<file path="src/rtl/turn_pkg.sv">
// Shared types and default parameters for the turn-switch input conditioner.
package turn_pkg;

    localparam int DEBOUNCE_CYCLES_DEF = 16;
    localparam int COINC_CYCLES_DEF    = 8;
    localparam int TICK_DIV_DEF        = 8;

    typedef enum logic {
        DB_STABLE,
        DB_COUNT
    } db_state_e;

    typedef enum logic [1:0] {
        PAIR_IDLE,
        WAIT_L,
        WAIT_R
    } pair_state_e;

endpackage

</file>
<file path="src/rtl/switch_debouncer.sv">
// One switch channel: two-flop synchroniser followed by a consecutive-sample debouncer.
module switch_debouncer
    import turn_pkg::*;
#(
    parameter int DEBOUNCE_CYCLES = DEBOUNCE_CYCLES_DEF
) (
    input  logic clk,
    input  logic reset,
    input  logic raw,
    output logic db
);

    localparam int               CNT_W    = $clog2(DEBOUNCE_CYCLES) + 1;
    localparam logic [CNT_W-1:0] CNT_LAST = CNT_W'(DEBOUNCE_CYCLES - 1);

    logic             s1_q, s1_d;
    logic             s2_q, s2_d;
    logic             db_q, db_d;
    logic [CNT_W-1:0] cnt_q, cnt_d;
    db_state_e        state_q, state_d;

    always_comb begin
        // NOTE: every combinational output gets a default first, so no path can infer a latch.
        s1_d    = raw;
        s2_d    = s1_q;
        db_d    = db_q;
        cnt_d   = cnt_q;
        state_d = state_q;
        unique case (state_q)
            DB_STABLE: begin
                if (s2_q != db_q) begin
                    state_d = DB_COUNT;
                    cnt_d   = CNT_W'(1);
                end else begin
                    cnt_d   = '0;
                end
            end
            DB_COUNT: begin
                if (s2_q == db_q) begin
                    state_d = DB_STABLE;
                    cnt_d   = '0;
                end else if (cnt_q == CNT_LAST) begin
                    // This edge is the DEBOUNCE_CYCLES-th disagreeing sample.
                    db_d    = ~db_q;
                    cnt_d   = '0;
                    state_d = DB_STABLE;
                end else begin
                    cnt_d   = cnt_q + 1'b1;
                end
            end
        endcase
    end

    always_ff @(posedge clk) begin
        // NOTE: non-blocking assignments so every flop updates from pre-edge values.
        if (reset) begin
            s1_q    <= 1'b0;
            s2_q    <= 1'b0;
            db_q    <= 1'b0;
            cnt_q   <= '0;
            state_q <= DB_STABLE;
        end else begin
            s1_q    <= s1_d;
            s2_q    <= s2_d;
            db_q    <= db_d;
            cnt_q   <= cnt_d;
            state_q <= state_d;
        end
    end

    assign db = db_q;

endmodule

</file>
<file path="src/rtl/turn_input_conditioner.sv">
// Turn-switch front end: per-side debounce, coincidence pairing of near-simultaneous presses,
// and a free-running step tick for the tail-light sequencer.
module turn_input_conditioner
    import turn_pkg::*;
#(
    parameter int DEBOUNCE_CYCLES = DEBOUNCE_CYCLES_DEF,
    parameter int COINC_CYCLES    = COINC_CYCLES_DEF,
    parameter int TICK_DIV        = TICK_DIV_DEF
) (
    input  logic clk,
    input  logic reset,
    input  logic left_raw,
    input  logic right_raw,
    output logic left,
    output logic right,
    output logic tick
);

    localparam int                 WAIT_W    = $clog2(COINC_CYCLES) + 1;
    localparam logic [WAIT_W-1:0]  WAIT_LAST = WAIT_W'(COINC_CYCLES - 1);
    localparam int                 TICK_W    = $clog2(TICK_DIV);
    localparam logic [TICK_W-1:0]  TICK_LAST = TICK_W'(TICK_DIV - 1);

    logic db_left, db_right;

    switch_debouncer #(.DEBOUNCE_CYCLES(DEBOUNCE_CYCLES)) u_db_left (
        .clk   (clk),
        .reset (reset),
        .raw   (left_raw),
        .db    (db_left)
    );

    switch_debouncer #(.DEBOUNCE_CYCLES(DEBOUNCE_CYCLES)) u_db_right (
        .clk   (clk),
        .reset (reset),
        .raw   (right_raw),
        .db    (db_right)
    );

    pair_state_e       pair_state_q, pair_state_d;
    logic [WAIT_W-1:0] wait_q, wait_d;
    logic              left_q, left_d;
    logic              right_q, right_d;
    logic [TICK_W-1:0] tick_cnt_q, tick_cnt_d;
    logic              tick_q, tick_d;
    logic              rise_l, rise_r;

    always_comb begin
        pair_state_d = pair_state_q;
        wait_d       = wait_q;
        left_d       = left_q;
        right_d      = right_q;
        rise_l       = db_left  && !left_q;
        rise_r       = db_right && !right_q;

        case (pair_state_q)
            PAIR_IDLE: begin
                wait_d = '0;
                if (rise_l && rise_r) begin
                    left_d  = 1'b1;
                    right_d = 1'b1;
                end else if (rise_l) begin
                    // Other side already lit means a hazard is in progress: no need to wait.
                    if (right_q) left_d = 1'b1;
                    else         pair_state_d = WAIT_L;
                end else if (rise_r) begin
                    if (left_q) right_d = 1'b1;
                    else        pair_state_d = WAIT_R;
                end
            end
            WAIT_L: begin
                if (!db_left) begin
                    pair_state_d = PAIR_IDLE;
                    wait_d       = '0;
                end else if (db_right) begin
                    left_d       = 1'b1;
                    right_d      = 1'b1;
                    pair_state_d = PAIR_IDLE;
                    wait_d       = '0;
                end else if (wait_q == WAIT_LAST) begin
                    left_d       = 1'b1;
                    pair_state_d = PAIR_IDLE;
                    wait_d       = '0;
                end else begin
                    wait_d       = wait_q + 1'b1;
                end
            end
            WAIT_R: begin
                if (!db_right) begin
                    pair_state_d = PAIR_IDLE;
                    wait_d       = '0;
                end else if (db_left) begin
                    left_d       = 1'b1;
                    right_d      = 1'b1;
                    pair_state_d = PAIR_IDLE;
                    wait_d       = '0;
                end else if (wait_q == WAIT_LAST) begin
                    right_d      = 1'b1;
                    pair_state_d = PAIR_IDLE;
                    wait_d       = '0;
                end else begin
                    wait_d       = wait_q + 1'b1;
                end
            end
            default: begin
                pair_state_d = PAIR_IDLE;
                wait_d       = '0;
            end
        endcase

        // Releases win over everything else and never wait.
        if (!db_left)  left_d  = 1'b0;
        if (!db_right) right_d = 1'b0;
    end

    always_comb begin
        tick_cnt_d = (tick_cnt_q == TICK_LAST) ? '0 : tick_cnt_q + 1'b1;
        tick_d     = (tick_cnt_d == TICK_LAST);
    end

    always_ff @(posedge clk) begin
        if (reset) begin
            pair_state_q <= PAIR_IDLE;
            wait_q       <= '0;
            left_q       <= 1'b0;
            right_q      <= 1'b0;
            tick_cnt_q   <= '0;
            tick_q       <= 1'b0;
        end else begin
            pair_state_q <= pair_state_d;
            wait_q       <= wait_d;
            left_q       <= left_d;
            right_q      <= right_d;
            tick_cnt_q   <= tick_cnt_d;
            tick_q       <= tick_d;
        end
    end

    assign left  = left_q;
    assign right = right_q;
    assign tick  = tick_q;

endmodule

</file>
<file path="config.mk">
export PLATFORM = sky130hd
export DESIGN_NAME = turn_input_conditioner
export DESIGN_NICKNAME = d
export VERILOG_FILES = /design/src/rtl/turn_pkg.sv /design/src/rtl/switch_debouncer.sv /design/src/rtl/turn_input_conditioner.sv
export SDC_FILE = /design/constraint.sdc
export NUM_CORES = 1
export LEC_CHECK = 0
export ABC_AREA = 1
export CELL_PAD_IN_SITES_DETAIL_PLACEMENT = 2
export CELL_PAD_IN_SITES_GLOBAL_PLACEMENT = 2
export CORE_MARGIN = 3
export CORE_UTILIZATION = 34
export DETAILED_ROUTE_END_ITERATION = 8
export PLACE_DENSITY = 0.77
export SETUP_SLACK_MARGIN = 0.05
export SLEW_MARGIN = 20
export SYNTH_ARGS = -nofsm -noshare
export SYNTH_HDL_FRONTEND = slang
export SYNTH_SLANG_ARGS = --single-unit
</file>
<file path="constraint.sdc">
create_clock -name clk -period 1.5 [get_ports clk]
set_input_delay 0.3 -clock clk [delete_from_list [all_inputs] [get_ports clk]]
set_output_delay 0.3 -clock clk [all_outputs]
set_load 0.02 [all_outputs]
</file>
==> impl_metrics.ini, run 1 <==
[outcome]
status = finished clean

[logic_synthesis]
yosys_warnings = 0
syn_area_sq_um = 1310
avgSynthCellArea_sq_um = 8.01
ys_ff_latch = 30
synth_fp_nets = 180
synth.distinct_cells = 19
synth-seq-area-share = 0.457
netlist_instances = 164

[routing]
wl_met2_mm = 1.87
wl_met1_mm = 1.43
first_pass_iters = 3
drtAntennaViolNets = 0
drt_iter0_drc = 42
post_drt_wl_per_cell_microns = 15.2
routed.top_layer = met4
drt-total-wl_mm = 3.45
num_vias = 1107
wl_met3_microns = 101
via_per_inst = 4.88
drc = 0

[global_route]
grt_use_total = 0.167
grt_max_degree = 10
first_global_vias = 1192
antenna_found_initial = 0
grt_pass1_wl_mm = 5.55
overflow = 0

[floorplan]
ios = 7
die_w_microns = 68.2
start_util = 0.373
rows = 21
fp.coreArea_sq_um = 3520
dieArea_sq_um = 4650
die_h_microns = 68.2

[min_path]
hp-class = flop to flop
worst_hold_startpoint = u_db_left.s1_q$_SDFF_PP0_
holdPathEnd = u_db_left.s2_q$_SDFF_PP0_
whs_path_depth = 2

[sta]
drv_slew = 0
hold_viol = 0
tns_ps = 0
rsz0062_at_grt = true
whs_ps = 418
worst_slack_ps = 109
max_clock_freq_mhz = 719
worst_pin_slew_ps = 304
fin_crit_sh = 0.927
finalSetupViolations = 0
timing.slew.headroom = 0.797
fin_skew_ps = 5.18
fin_crit_ps = 1390

[cells_and_area]
num-nets-final = 196
n_antenna_cell = 0
final_area_sq_um = 1630
fillCellCount = 400
drive_gt1_frac = 0.188
area_delta_synth_final_pct = 23.9

[critical_path]
critPathMaxFanout = 3
critPathLaunchType = flop
required_ps = 1660
regToRegSetupSlack_ps = 110
crit_chain = ha_1, nand2_1, nor2_2, ha_2, nand2_1, o21ai_2, a21oi_1
rr_startpoint = u_db_right.cnt_q[0]$_SDFF_PP0_
crit_slowest_cell = dfxtp_1
startpoint = u_db_right.cnt_q[0]$_SDFF_PP0_
r2r-end = u_db_right.db$_SDFFE_PP0P_
r2r_cells = 7
path_class = flop to flop
slowest_delay_ps = 350
path_common_cell = nand2_1
crit_path_end_kind = flop
cp_data_arrival_time_ps = 1550

[power_and_ir_drop]
fin_total_pwr_w = 0.00172
total_leakage_power_nw = 0.678
irDropWorstVdd_mv = 0.471
powerDensity_nw_per_um2 = 1060

[placement]
io_buffer_count = 6
post_dp_cell_area_sq_um = 1460
gp_congestion = 0.765
preCtsSetupSlack_ps = 25.7
hpwlAfterDp_mm = 2.42

[clock_tree]
cts_tree = yes
htree_levels = 2
clkLatencyLatePin_ps = 280
cts_made_buffers = 5
path_clk_slew_ps = 70
clockRootBuffer = clkbuf_8
clock_sinks = 30
postCtsSetupBuffers = 0
cts_buffer_depth = 2

[job]
drv_cap = 0
[synthesized netlist by cell type, drive strengths merged]
| master | instances | area [sq um] |
|---|---|---|
| nor3 | 1 | 5.00 |
| nand2 | 21 | 78.8 |
| inv | 27 | 101 |
| clkbuf | 1 | 3.75 |
| nand3 | 17 | 85.1 |
| xnor2 | 1 | 8.76 |
| nor3b | 2 | 15.0 |
| dfxtp | 30 | 601 |
| nand4 | 5 | 37.5 |
| nor2 | 26 | 108 |
| ha | 12 | 150 |
| o21ai | 5 | 25.0 |
| a21oi | 12 | 60.1 |
| xor2 | 4 | 35.0 |
[kinds of logic (layout without fill, tap and decap cells)]
logic type      Yosys count  after routing  share of synthesized area
fa+ha+maj                12             12                      0.114
xor+xnor                  5              5                     0.0333
buf+inv                  28             45                     0.0800
flops                    30             30                      0.457
compound gates           17             17                     0.0648
simple gates             72             72                      0.250
[metal layers]
| metal | GRT usage | vias up |
|---|---|---|
| li1 | - | 553 |
| met1 | 0.177 | 537 |
| met2 | 0.298 | 12 |
| met3 | 0.0509 | 5 |
| met4 | 0.0819 | 0 |
| met5 | 0 | - |
[metrics by stage]
| step | utilization | cells |
|---|---|---|
| after global placement | 0.414 | 219 |
| after global routing | 0.462 | 227 |
| after CTS | 0.448 | 227 |
| after detailed placement | 0.414 | 219 |
| after floorplan | - | 164 |
| final | 0.462 | 227 |
[power breakdown]
group,internal [W],switching (W)
registers,0.000815,0.0000138
clock network,0.000496,0.000300
logic,0.0000400,0.0000546
[sequential cells by signal, indices dropped and copies added, names as in the netlist]
signal	flops
right	1
u_db_right.db	1
u_db_left.state_q	1
pair_state_q	2
u_db_left.s1_q	1
u_db_left.db	1
wait_q	4
u_db_right.state_q	1
u_db_right.s1_q	1
u_db_left.s2_q	1
tick_cnt_q	3
u_db_right.cnt_q	5
u_db_right.s2_q	1
left	1
u_db_left.cnt_q	5
tick	1
[what timing repair did]
| action | 4_1_cts | 5_1_grt |
|---|---|---|
| endpoints found under the setup margin | 7 | 19 |
| gates resized for setup | 10 | 18 |
| pin swaps | 1 | 6 |
| hold buffers | 0 | 0 |
[critical path, delay by kind of cell, from the launching register on]
family / cells / cell delay, ps
compound gates: 2 / 220
fa+ha+maj: 2 / 390
simple gates: 3 / 320
flops: 1 / 350
[how the worst max path moves through the flow]
stage	to	slack, ps	depth (start not counted)
6_report	u_db_right.db$_SDFFE_PP0P_	110	7
5_1_grt	u_db_right.cnt_q[3]$_SDFF_PP0_	9	9
4_1_cts	u_db_right.db$_SDFFE_PP0P_	60	7
3_5_place_dp	u_db_left.cnt_q[2]$_SDFF_PP0_	30	7
3_3_place_gp	u_db_right.cnt_q[3]$_SDFF_PP0_	70	6
2_1_floorplan	u_db_left.cnt_q[2]$_SDFF_PP0_	250	7
[placed cells by master, fill, tap and decap left out, drive strengths merged, types with 4 or more instances in the layout]
| cell type | n |
|---|---|
| ha | 12 |
| clkbuf | 7 |
| a21oi | 12 |
| inv | 27 |
| dfxtp | 30 |
| nand2 | 21 |
| buf | 4 |
| o21ai | 5 |
| nand3 | 17 |
| nor2 | 26 |
| nand4 | 5 |
| xor2 | 4 |
[final cells by class]
class,instances,area (sq um),share of cell area
clock buffer,7,76.3,0.0469
clock inverter,1,30.0,0.0184
inverter,27,101,0.0623
multi-input combinational,106,668,0.410
sequential,30,607,0.373
tap,46,57.6,0.0354
timing repair buffer,10,87.6,0.0538
(Power assumes the default switching activity.)
==> run 2: changes to the inputs <==
Settings changed: CTS_BUF_LIST set to sky130_fd_sc_hd__clkbuf_16.
==> run 2 against run 1 <==
Compared with the run above:
- critical path depth unchanged
- clock skew shrank 1.5 ps
- wire length increased by 9.2%
- sequential share of layout area down 1.4 points
- setup slack worse by 2.9 ps
- final cell count unchanged
- via count rose by 0.72%
- power increased by 19%
- clock-buffer cell count fell by 2
- global-route usage is 0.55 points higher
- critical endpoint is now u_db_right.cnt_q[0]$_SDFF_PP0_
==> impl_metrics.ini, run 2 (synthesis results as in run 1) <==
[min_path]
holdPathEnd = u_db_right.s2_q$_SDFF_PP0_
worst_hold_startpoint = u_db_right.s1_q$_SDFF_PP0_
hp-class = flop to flop
whs_path_depth = 2

[clock_tree]
path_clk_slew_ps = 50
htree_levels = 2
cts_made_buffers = 5
clock_sinks = 30
clockRootBuffer = clkbuf_16
cts_tree = yes
cts_buffer_depth = 2
clkLatencyLatePin_ps = 270

[placement]
post_dp_cell_area_sq_um = 1460
dp.cells = 219
gp_congestion = 0.765
hpwlAfterDp_mm = 2.42
io_buffer_count = 6

[sta]
timing.slew.headroom = 0.791
fin_crit_ps = 1390
max_clock_freq_mhz = 717
hold_viol = 0
tns_ps = 0
finalSetupViolations = 0
worst_pin_slew_ps = 312
fin_crit_sh = 0.929
rsz0062_at_grt = true
fin_skew_ps = 3.65
drv_slew = 0

[cells_and_area]
n_antenna_cell = 0
drive_gt1_frac = 0.193
layout_commonest_cell = inv_1
finalNonFillerCells = 227
regArea_sq_um = 608
fillCellCount = 383
reg_top3 = u_db_left.cnt_q (5), u_db_right.cnt_q (5), wait_q (4)
final_area_sq_um = 1700
multi_input_area_sq_um = 681
layout_common_cells = inv_1, dfxtp_1, nor2_1
num-nets-final = 196
area_delta_synth_final_pct = 29.1

[critical_path]
crit_chain = ha_1, nand2_2, nor2_2, ha_2, nand2_1, nand3_1, a21oi_1
required_ps = 1680
slowest_delay_ps = 330
r2r-end = u_db_right.cnt_q[0]$_SDFF_PP0_
rr_startpoint = u_db_right.cnt_q[0]$_SDFF_PP0_
cp_data_arrival_time_ps = 1580
critPathMaxFanout = 3
crit_family = adder cells
r2r_cells = 7
critPathLaunchType = flop
crit_path_end_kind = flop
regToRegSetupSlack_ps = 110
path_class = flop to flop
crit_slowest_cell = dfxtp_2
cp_num_buf_inv = 0

[floorplan]
dieArea_sq_um = 4650
die_h_microns = 68.2
fp.coreArea_sq_um = 3520
start_util = 0.373
ios = 7
die_w_microns = 68.2
rows = 21

[job]
drv_cap = 0

[global_route]
antenna_found_initial = 0
grt_max_degree = 10
overflow = 0
grt_use_total = 0.173
first_global_vias = 1232
grt_pass1_wl_mm = 5.83

[routing]
first_pass_iters = 4
drc = 0
num_vias = 1115
drt-total-wl_mm = 3.77
post_drt_wl_per_cell_microns = 16.6
drtAntennaViolNets = 0
drt_iter0_drc = 58
via_per_inst = 4.91

[power_and_ir_drop]
swShare = 0.202
seq_power_share = 0.408
p_sw_w = 0.000412
irDropWorstVdd_mv = 0.547
power_frac_clock = 0.543
total_leakage_power_nw = 0.725
p_int_w = 0.00163
power.share.combinational = 0.049
powerDensity_nw_per_um2 = 1200

[outcome]
status = finished clean
-- run 2: changes by cell type in the layout (fill, tap and decap cells not counted), sizes merged --
cell,before,now
dlygate4sd2,2,3
clkbuf,7,5
inv,27,29
clkdlybuf4s15,1,0
-- run 2: area by class of cell --
cell class | count | area share
Clock buffer | 5 | 0.0737
Multi-Input combinational cell | 106 | 0.401
Timing Repair Buffer | 10 | 0.0509
Tap cell | 46 | 0.0339
Inverter | 27 | 0.0597
Sequential cell | 30 | 0.358
Clock inverter | 3 | 0.0221
-- run 2: per-stage QoR --
step	total power, W	setup slack [ps]	hold slack [ps]	util
2_1_floorplan	0.000897	255	388	-
3_3_place_gp	0.000926	72.4	397	0.414
3_5_place_dp	0.000934	25.7	398	0.414
4_1_cts	0.00205	30.3	426	0.464
5_1_grt	0.00214	12.0	447	0.482
6_report	0.00204	106	421	0.482
-- run 2: worst max-delay path by stage --
stage                                               from                             end  slack (ps)  cells past startpoint
after detailed placement   u_db_left.cnt_q[0]$_SDFF_PP0_   u_db_left.cnt_q[2]$_SDFF_PP0_          30                      7
after floorplan            u_db_left.cnt_q[0]$_SDFF_PP0_   u_db_left.cnt_q[2]$_SDFF_PP0_         250                      7
after global placement                             reset  u_db_right.cnt_q[3]$_SDFF_PP0_          70                      6
final                     u_db_right.cnt_q[0]$_SDFF_PP0_  u_db_right.cnt_q[0]$_SDFF_PP0_         110                      7
after global routing        pair_state_q[1]$_SDFFE_PP0P_    pair_state_q[0]$_SDFFE_PP0P_          10                      8
after CTS                  u_db_left.cnt_q[0]$_SDFF_PP0_       u_db_left.db$_SDFFE_PP0P_          30                      7
-- run 2: routing by layer --
layer	wire length (microns)	vias to the layer above	part of all wire	track usage
met3	95	4	0.025	0.0411
met5	0	-	0	0
met1	1520	542	0.40	0.179
met2	2090	15	0.56	0.341
met4	58	0	0.015	0.0447
li1	-	554	-	-
-- run 2: what timing repair did --
| item | CTS | global route |
|---|---|---|
| hold endpoints to repair | 0 | 0 |
| hold buffers | 0 | 0 |
| setup buffers | 0 | 0 |
| setup endpoints to repair | 5 | 17 |
| pin swaps | 0 | 5 |
| resized for setup | 8 | 22 |
-- run 2: power by group through the flow --
stage | Combinational [W] | Clock [W] | Sequential (W)
after floorplan | 0.0000558 | 0 | 0.000841
after detailed placement | 0.0000895 | 0 | 0.000845
final | 0.000100 | 0.00111 | 0.000831
after global placement | 0.0000830 | 0 | 0.000843
after CTS | 0.0000945 | 0.00113 | 0.000830
after global routing | 0.000114 | 0.00119 | 0.000833
-- run 2: worst register-to-register path, cell delays in order (launching register included) --
cell	delay, ps
dfxtp_2	330
ha_1	220
nand2_2	80
nor2_2	40
ha_2	200
nand2_1	120
nand3_1	130
a21oi_1	180
==> run 3: changes to the inputs <==
Settings changed: CORE_MARGIN 3 to not set.
==> run 3 against run 2 <==
Compared with the run above:
- final cell count increased by 0.44%
- clock power fell by 18%
- final area is 3.0% lower
- die area down 11%
- sequential cell count unchanged
- sequential power hardly changed
- clock-buffer cell count is the same
- utilization decreased by 3.6 points
- register-to-register slack improved by 20 ps
- wire length decreased by 12%
- fmax grew 1.3%
- critical path type unchanged
- critical endpoint is now wait_q[0]$_SDFF_PP0_
==> impl_metrics.ini, run 3 (synthesis results as in run 1) <==
[routing]
drc = 0
drt-total-wl_mm = 3.32
first_pass_iters = 4
via_per_inst = 4.81
drtAntennaViolNets = 0
drt_iter0_drc = 11
num_vias = 1096
post_drt_wl_per_cell_microns = 14.6

[placement]
preCtsSetupSlack_ps = -2.43
gp_congestion = 0.779
hpwlAfterDp_mm = 2.39
post_dp_cell_area_sq_um = 1470
io_buffer_count = 6
dp.cells = 222

[critical_path]
critPathLaunchType = flop
path_class = flop to flop
crit_slowest_cell = dfxtp_2
required_ps = 1710
critPathMaxFanout = 5
crit_chain = inv_1, ha_2, inv_1, nor2_1, nand4_1, nor2_1
slowest_delay_ps = 360
crit_family = simple AND/OR/NAND/NOR gates
regToRegSetupSlack_ps = 120
cp_num_buf_inv = 2
crit_path_end_kind = flop
cp_data_arrival_time_ps = 1580

[global_route]
antenna_found_initial = 0
grt_max_degree = 9
overflow = 0
grt_use_total = 0.185
first_global_vias = 1221
grt_pass1_wl_mm = 5.68

[clock_tree]
cts_buffer_depth = 2
path_clk_slew_ps = 50
clock_sinks = 30
clkLatencyLatePin_ps = 270
cts_tree = yes
clockRootBuffer = clkbuf_16
cts_made_buffers = 5
htree_levels = 2

[floorplan]
ios = 7
die_w_microns = 64.2
dieArea_sq_um = 4120
start_util = 0.356
die_h_microns = 64.2
rows = 22
fp.coreArea_sq_um = 3690

[cells_and_area]
final_area_sq_um = 1650
reg_top3 = u_db_left.cnt_q (5), u_db_right.cnt_q (5), wait_q (4)
fillCellCount = 422
n_antenna_cell = 0
num-nets-final = 197
drive_gt1_frac = 0.178
layout_commonest_cell = dfxtp_1
layout_common_cells = dfxtp_1, inv_1, nor2_1
area_delta_synth_final_pct = 25.2
finalNonFillerCells = 228

[job]
drv_cap = 0

[min_path]
hp-class = flop to flop

[sta]
worst_pin_slew_ps = 324
drv_slew = 0
fin_crit_ps = 1380
finalSetupViolations = 0
hold_viol = 0
timing.slew.headroom = 0.784
fin_skew_ps = 2.17
rsz0062_at_grt = true
worst_slack_ps = 124
max_clock_freq_mhz = 727
fin_crit_sh = 0.917
tns_ps = 0

[power_and_ir_drop]
fin_total_pwr_w = 0.00183
irDropWorstVdd_mv = 0.544
total_leakage_power_nw = 0.696
powerDensity_nw_per_um2 = 1110

[outcome]
status = finished clean
-- run 3: changes by cell type in the layout (fill, tap and decap cells not counted), moves of 2 or more --
| cell | change |
|---|---|
| nor2_1 | +2 |
| ha_1 | -2 |
| inv_1 | -2 |
| ha_2 | +3 |
| o21ai_2 | -2 |
-- run 3: metrics by stage --
stage | hold WS (ps) | util
6_report | 405 | 0.446
5_1_grt | 426 | 0.446
4_1_cts | 407 | 0.435
3_5_place_dp | 401 | 0.398
2_1_floorplan | 388 | -
3_3_place_gp | 392 | 0.398
-- run 3: per-layer routing --
| metal | up-vias | part of all wire | track usage | routed length (microns) |
|---|---|---|---|---|
| met3 | 4 | 0.022 | 0.0536 | 72 |
| met2 | 11 | 0.52 | 0.330 | 1730 |
| met5 | - | 0 | 0 | 0 |
| met1 | 526 | 0.45 | 0.207 | 1480 |
| li1 | 555 | - | - | - |
| met4 | 0 | 0.011 | 0.0667 | 35 |
-- run 3: where the power goes --
group	internal (W)	leakage (nW)	switching, W
combinational	0.0000400	0.387	0.0000541
sequential	0.000818	0.245	0.0000131
clock	0.000587	0.0632	0.000322
total	0.00144	0.696	0.000389
-- run 3: path summary, 6_finish.rpt --
| kind | startpoint | endpoint | cells past startpoint |
|---|---|---|---|
| setup reg to reg | pair_state_q[1]$_SDFFE_PP0P_ | wait_q[0]$_SDFF_PP0_ | 6 |
| hold reg to reg | u_db_left.s1_q$_SDFF_PP0_ | u_db_left.s2_q$_SDFF_PP0_ | 2 |
| hold / removal | u_db_left.s1_q$_SDFF_PP0_ | u_db_left.s2_q$_SDFF_PP0_ | 2 |
| setup / recovery | pair_state_q[1]$_SDFFE_PP0P_ | wait_q[0]$_SDFF_PP0_ | 6 |
-- run 3: layout make-up --
| type | count | area (sq um) | share of cell area |
|---|---|---|---|
| Sequential cell | 30 | 606 | 0.368 |
| Inverter | 27 | 101 | 0.0616 |
| Timing Repair Buffer | 11 | 93.8 | 0.0570 |
| Multi-Input combinational cell | 106 | 656 | 0.398 |
| Clock inverter | 1 | 3.75 | 0.00228 |
| Tap cell | 48 | 60.1 | 0.0365 |
| Clock buffer | 5 | 125 | 0.0760 |
-- run 3: timing repair --
item,in CTS,in global routing
gates cloned,0,0
hold buffers,0,0
endpoints found under the hold margin,0,0
resized for setup,7,16
setup buffers,0,0
pin swaps,0,2
setup endpoints to repair,6,9
-- run 3: worst reg2reg max path, cell delays in order, from the launching register on --
cell,delay (ps)
dfxtp_2,360
inv_1,90
ha_2,330
inv_1,40
nor2_1,190
nand4_1,190
nor2_1,120
